**src/rtl/tage_pkg.sv**
```systemverilog
// rtl/tage_pkg.sv - shared sequencer state encoding and default trace geometry
package tage_pkg;

  localparam int DEF_TRAINING_DATA_SIZE = 256;
  localparam int DEF_PC_WIDTH           = 32;

  typedef enum logic [2:0] {
    IDLE,
    FETCH,
    CAPTURE,
    PREDICT,
    UPDATE,
    DONE
  } state_t;

endpackage

```
**src/rtl/sat_event_counter.sv**
```systemverilog
// rtl/sat_event_counter.sv - clearable event counter that sticks at all-ones
module sat_event_counter #(
  parameter int COUNT_WIDTH = 9
) (
  input  logic                   clk_i,
  input  logic                   rst_ni,
  input  logic                   clear_i,
  input  logic                   inc_i,
  output logic [COUNT_WIDTH-1:0] count_o
);

  logic [COUNT_WIDTH-1:0] count_q, count_d;

  always_comb begin
    count_d = count_q;
    if (clear_i) begin
      count_d = '0;
    end else if (inc_i && (count_q != '1)) begin
      count_d = count_q + COUNT_WIDTH'(1);
    end
  end

  always_ff @(posedge clk_i or negedge rst_ni) begin
    if (!rst_ni) begin
      count_q <= '0;
    end else begin
      count_q <= count_d;
    end
  end

  assign count_o = count_q;

endmodule

```
**src/rtl/tage_trace_sequencer.sv**
```systemverilog
// rtl/tage_trace_sequencer.sv - replays the branch trace through the TAGE predict/update ports
module tage_trace_sequencer
  import tage_pkg::*;
#(
  parameter int TRAINING_DATA_SIZE     = DEF_TRAINING_DATA_SIZE,
  parameter int INSTRUCTION_INDEX_SIZE = $clog2(TRAINING_DATA_SIZE),
  parameter int PC_WIDTH               = DEF_PC_WIDTH,
  parameter int COUNT_WIDTH            = INSTRUCTION_INDEX_SIZE + 1
) (
  input  logic                              clk_i,
  input  logic                              rst_ni,
  input  logic                              start_i,
  input  logic                              abort_i,
  input  logic [COUNT_WIDTH-1:0]            num_instr_i,
  output logic                              trace_rd_en_o,
  output logic [INSTRUCTION_INDEX_SIZE-1:0] trace_addr_o,
  input  logic [PC_WIDTH-1:0]               trace_pc_i,
  input  logic                              trace_taken_i,
  output logic                              pred_req_o,
  output logic [PC_WIDTH-1:0]               pred_pc_o,
  input  logic                              pred_valid_i,
  input  logic                              pred_taken_i,
  output logic                              upd_req_o,
  output logic [PC_WIDTH-1:0]               upd_pc_o,
  output logic                              upd_taken_o,
  output logic                              upd_mispredict_o,
  input  logic                              upd_ack_i,
  output logic                              busy_o,
  output logic                              done_o,
  output logic [COUNT_WIDTH-1:0]            branch_count_o,
  output logic [COUNT_WIDTH-1:0]            mispredict_count_o
);

  state_t                            state_q, state_d;
  logic [INSTRUCTION_INDEX_SIZE-1:0] index_q, index_d;
  logic [COUNT_WIDTH-1:0]            len_q, len_d, len_clamped, branch_next;
  logic [PC_WIDTH-1:0]               pc_q, pc_d;
  logic                              taken_q, taken_d, pred_taken_q, pred_taken_d;
  logic                              cnt_clear, br_inc, mp_inc, active, mispredict;

  assign len_clamped = (num_instr_i > COUNT_WIDTH'(TRAINING_DATA_SIZE)) ?
                       COUNT_WIDTH'(TRAINING_DATA_SIZE) : num_instr_i;
  assign active      = (state_q == FETCH) || (state_q == CAPTURE) ||
                       (state_q == PREDICT) || (state_q == UPDATE);
  assign mispredict  = taken_q ^ pred_taken_q;
  assign branch_next = branch_count_o + COUNT_WIDTH'(1);

  always_comb begin
    state_d       = state_q;
    index_d       = index_q;
    len_d         = len_q;
    pc_d          = pc_q;
    taken_d       = taken_q;
    pred_taken_d  = pred_taken_q;
    cnt_clear     = 1'b0;
    br_inc        = 1'b0;
    mp_inc        = 1'b0;
    trace_rd_en_o = 1'b0;
    pred_req_o    = 1'b0;
    upd_req_o     = 1'b0;
    case (state_q)
      IDLE, DONE: begin
        if (start_i && !abort_i) begin
          len_d     = len_clamped;
          index_d   = '0;
          cnt_clear = 1'b1;
          state_d   = (len_clamped == '0) ? DONE : FETCH;
        end
      end
      FETCH: begin
        trace_rd_en_o = 1'b1;
        state_d       = CAPTURE;
      end
      CAPTURE: begin
        pc_d    = trace_pc_i;
        taken_d = trace_taken_i;
        state_d = PREDICT;
      end
      PREDICT: begin
        pred_req_o = 1'b1;
        if (pred_valid_i) begin
          pred_taken_d = pred_taken_i;
          state_d      = UPDATE;
        end
      end
      UPDATE: begin
        upd_req_o = 1'b1;
        if (upd_ack_i) begin
          br_inc = 1'b1;
          mp_inc = mispredict;
          // The index only advances when another record follows, so it never wraps.
          if (branch_next == len_q) begin
            state_d = DONE;
          end else begin
            index_d = index_q + INSTRUCTION_INDEX_SIZE'(1);
            state_d = FETCH;
          end
        end
      end
      default: state_d = IDLE;
    endcase
    // Abort outranks a same-cycle ack: the branch in flight is not counted.
    if (abort_i && active) begin
      state_d = IDLE;
      index_d = index_q;
      br_inc  = 1'b0;
      mp_inc  = 1'b0;
    end
  end

  always_ff @(posedge clk_i or negedge rst_ni) begin
    if (!rst_ni) begin
      state_q      <= IDLE;
      index_q      <= '0;
      len_q        <= '0;
      pc_q         <= '0;
      taken_q      <= 1'b0;
      pred_taken_q <= 1'b0;
    end else begin
      state_q      <= state_d;
      index_q      <= index_d;
      len_q        <= len_d;
      pc_q         <= pc_d;
      taken_q      <= taken_d;
      pred_taken_q <= pred_taken_d;
    end
  end

  sat_event_counter #(.COUNT_WIDTH(COUNT_WIDTH)) u_branch_cnt (
    .clk_i   (clk_i),
    .rst_ni  (rst_ni),
    .clear_i (cnt_clear),
    .inc_i   (br_inc),
    .count_o (branch_count_o)
  );

  sat_event_counter #(.COUNT_WIDTH(COUNT_WIDTH)) u_mispredict_cnt (
    .clk_i   (clk_i),
    .rst_ni  (rst_ni),
    .clear_i (cnt_clear),
    .inc_i   (mp_inc),
    .count_o (mispredict_count_o)
  );

  assign trace_addr_o     = index_q;
  assign pred_pc_o        = pc_q;
  assign upd_pc_o         = pc_q;
  assign upd_taken_o      = taken_q;
  assign upd_mispredict_o = mispredict;
  assign busy_o           = active;
  assign done_o           = (state_q == DONE);

endmodule

```
**config.mk**
```make
export PLATFORM = sky130hd
export DESIGN_NAME = tage_trace_sequencer
export DESIGN_NICKNAME = d
export VERILOG_FILES = /design/src/rtl/tage_pkg.sv /design/src/rtl/sat_event_counter.sv /design/src/rtl/tage_trace_sequencer.sv
export SDC_FILE = /design/constraint.sdc
export NUM_CORES = 1
export LEC_CHECK = 0
export CAP_MARGIN = 20
export CORE_MARGIN = 8
export CORE_UTILIZATION = 45
export CTS_CLUSTER_DIAMETER = 100
export DETAILED_ROUTE_END_ITERATION = 12
export GPL_ROUTABILITY_DRIVEN = 0
export PLACE_DENSITY_LB_ADDON = 0.12
export SLEW_MARGIN = 10
export SYNTH_ARGS = -nofsm -noshare
export SYNTH_HDL_FRONTEND = slang
export SYNTH_HIERARCHICAL = 1
export SYNTH_SLANG_ARGS = --single-unit
```
**constraint.sdc**
```tcl
create_clock -name clk_i -period 3 [get_ports clk_i]
set_input_delay 0.6 -clock clk_i [delete_from_list [all_inputs] [get_ports clk_i]]
set_output_delay 0.6 -clock clk_i [all_outputs]
set_load 0.01 [all_outputs]
```
==> results_dict.tcl <==
set metrics [dict create \
    drtAntennaViolNets 0 \
    syn_inst 377 \
    utilization_pct 63.6 \
    r2r-start "state_q[1]$_DFFE_PN0P_" \
    critPathLaunchType "register" \
    grt_max_degree 51 \
    crit_top_cell "nand2b_1" \
    cts_repair_resize_count 0 \
    die_h_um 109 \
    area_growth_syn_to_layout_pct 39.1 \
    ys_types 49 \
    endpoint_kind "output port" \
    synth_area_sq_um 3930 \
    initial_core_util_pct 45.7 \
    drv_cap 0 \
    syn_nets 432 \
    cts_tree "done" \
    ioPinCount 146 \
    cts.path.max_buffers 2 \
    outcome "complete, no violations" \
    finalWorstSetupSlack_ns 0.206 \
    io_buffer_count 145 \
    fin_crit_ns 2.79 \
    worst-r2r-cell-count 8 \
    synth-async-reset-ratio_pct 100 \
    cp_num_buf_inv 2 \
    cp.arrival_ns 2.19 \
    synth_seq_cells 72 \
    track_usage_pct 16.5 \
    setup_tns_ns 0 \
    antenna_found_initial 0 \
    crit_type "reg2out" \
    drive_above_1_share_pct 12.9 \
    slew_headroom_pct 54.6 \
    synth_area_leaders "dfrtp_1 (46%), mux2_2 (10%), buf_4 (6.3%)" \
    dr.first_iter.drc_count 110 \
    dieArea_sq_um 12000 \
    grt_overflow_total 0 \
    regToRegSetupSlack_ns 0.37 \
    rsz0062_at_grt "false" \
    worstPathMaxFanout 12 \
    crit_family "buffers and inverters" \
    vias_per_cell 5.32 \
    place_hpwl_mm 7.84 \
    synth_ff_type "dfrtp_1" \
    max_freq_mhz 358 \
    htreeDepth 3 \
    cp.required_ns 2.40 \
    yosysWarnings 6 \
    grt_pass1_vias 3072 \
    vdd_drop_max_mv 0.283 \
    fp-row-count 34 \
    nets 546 \
    finalClockSkew_ns 0.00752 \
    setup_viol 0 \
    seq_area_frac_synth_pct 45.9 \
    drcViolationCount 0 \
    placedInstanceArea_sq_um 5240 \
    cpMaxStageDelayCell "clkdlybuf4s50_1" \
    insertion_delay_ns 0.33 \
    grt_first_pass_wirelength_mm 15.8 \
    vias 3216 \
    synth-edff-count 0 \
    cts_buffers 9 \
    r2r-end "u_mispredict_cnt/count_o[7]$_DFFE_PN0P_" \
    cts_setup_buffers 0 \
    min_path_type "in2async" \
    clk_pin_slew_ns 0.08 \
    yosys-top-cells-count "dfrtp_1 (72), mux2_2 (35), buf_4 (33)" \
    hold_buffers 0 \
    total_power_uw 4660 \
    path_cells "nand2b_1 > nand2b_1 > inv_2 > clkdlybuf4s50_1" \
    syn_avg_cell_area_sq_um 10.4 \
    fin_area_sq_um 5460 \
    dr.pass1.iters 6 \
    drt_wl_total_mm 10.1 \
    cp_slowest_stage_delay_ns 0.56 \
    num_antenna_cells 0 \
    hold_viol_final 0 \
    report.final.slew_viol_count 0 \
    chipWidth_um 109 \
    synth_top_cell_by_area "dfrtp_1" \
    power_density_nw_per_um2 853 \
    clock-sinks 72 \
    synth_most_common_cell "dfrtp_1" \
    synth_top_area_share_pct 45.9 \
    worstMarginPinSlew_ns 0.680 \
    post-route-period-util_pct 93.1 \
    core_area_sq_um 8590 \
    wire_per_inst_um 16.7 \
    cts-root-buf "clkbuf_8" \
    power.leakage_uw 0.00227 \
    place_ws_ns 0.374 \
]
-- cells by family after synthesis --
family          share of synthesized area (%)
flops                                    45.9
fa+ha+maj                                1.91
xor+xnor                                 3.79
simple gates                             16.4
compound gates                           11.2
mux                                      11.7
buf+inv                                  9.08
-- power by group --
group | internal [uW] | total [uW] | switching (uW)
Sequential | 1290 | 1590 | 296
Combinational | 1330 | 2220 | 891
Clock | 495 | 854 | 359
-- cell type report --
class | instances | area, sq um
Timing Repair Buffer | 149 | 1490
Inverter | 12 | 45.0
Multi-Input combinational cell | 247 | 1770
Fill cell | 720 | 3130
Clock inverter | 4 | 77.6
Sequential cell | 72 | 1800
Tap cell | 108 | 135
Clock buffer | 12 | 145
-- metrics by stage --
step | hold slack [ns] | cells
3_3_place_gp | 0.489 | 588
6_report | 0.244 | 604
4_1_cts | 0.245 | 604
5_1_grt | 0.271 | 604
2_1_floorplan | 0.304 | 377
3_5_place_dp | 0.503 | 588
-- cells in the final DEF (no fill, tap or decap), drive strengths merged, types with 3 or more instances in the layout --
cell type | synthesis | layout
ha | 6 | 6
nand3b | 4 | 4
buf | 40 | 5
nand2 | 22 | 22
and3 | 5 | 5
dfrtp | 72 | 72
a31oi | 5 | 5
o31ai | 7 | 7
inv | 12 | 12
xor2 | 7 | 7
nand2b | 14 | 14
nor3 | 4 | 4
nor3b | 4 | 4
mux2 | 36 | 36
nor2b | 3 | 3
o21ai | 20 | 20
xnor2 | 10 | 10
o22ai | 4 | 4
mux2i | 5 | 5
o21a | 3 | 3
clkbuf | 6 | 12
nand4 | 5 | 5
nor2 | 19 | 19
a21oi | 13 | 13
and2 | 4 | 4
or3 | 9 | 9
nand3 | 12 | 12
or4 | 3 | 3
clkdlybuf4s50 | 0 | 144
nor4 | 5 | 5
-- state kept, by name, summed over array words and instances (netlist names) --
signal	cells
pred_pc_o	32
u_mispredict_cnt/count_o	9
upd_taken_o	1
pred_taken_q	1
len_q	9
u_branch_cnt/count_o	9
state_q	3
trace_addr_o	8
-- worst reg2reg max path, cell delays in order, from the launching register on --
cell and delay, ns:
dfrtp_1 0.50, nand2b_1 0.22, nand2b_1 0.36, nor3b_1 0.34, buf_4 0.18, and2_1 0.16, nand4b_1 0.19, or4_1 0.45
a21oi_1 0.15
-- worst max path at each step --
| stage | from | to | slack (ns) | cells past startpoint |
|---|---|---|---|---|
| 2_1_floorplan | state_q[0]$_DFFE_PN0P_ | u_mispredict_cnt/count_o[7]$_DFFE_PN0P_ | 0.83 | 9 |
| 3_3_place_gp | upd_ack_i | u_mispredict_cnt/count_o[7]$_DFFE_PN0P_ | 0.36 | 7 |
| 3_5_place_dp | upd_ack_i | u_mispredict_cnt/count_o[7]$_DFFE_PN0P_ | 0.37 | 7 |
| 4_1_cts | state_q[1]$_DFFE_PN0P_ | upd_req_o | 0.11 | 4 |
| 5_1_grt | state_q[1]$_DFFE_PN0P_ | upd_req_o | 0.05 | 4 |
| 6_report | state_q[1]$_DFFE_PN0P_ | upd_req_o | 0.21 | 4 |
-- layer usage --
metal | global-route usage (%) | wire (um) | vias to the layer above
met5 | 0 | 0 | -
met4 | 5.79 | 130 | 0
met3 | 3.81 | 837 | 11
met2 | 27.3 | 4880 | 119
met1 | 20.6 | 4240 | 1545
li1 | - | - | 1541
(Power assumes the default switching activity.)
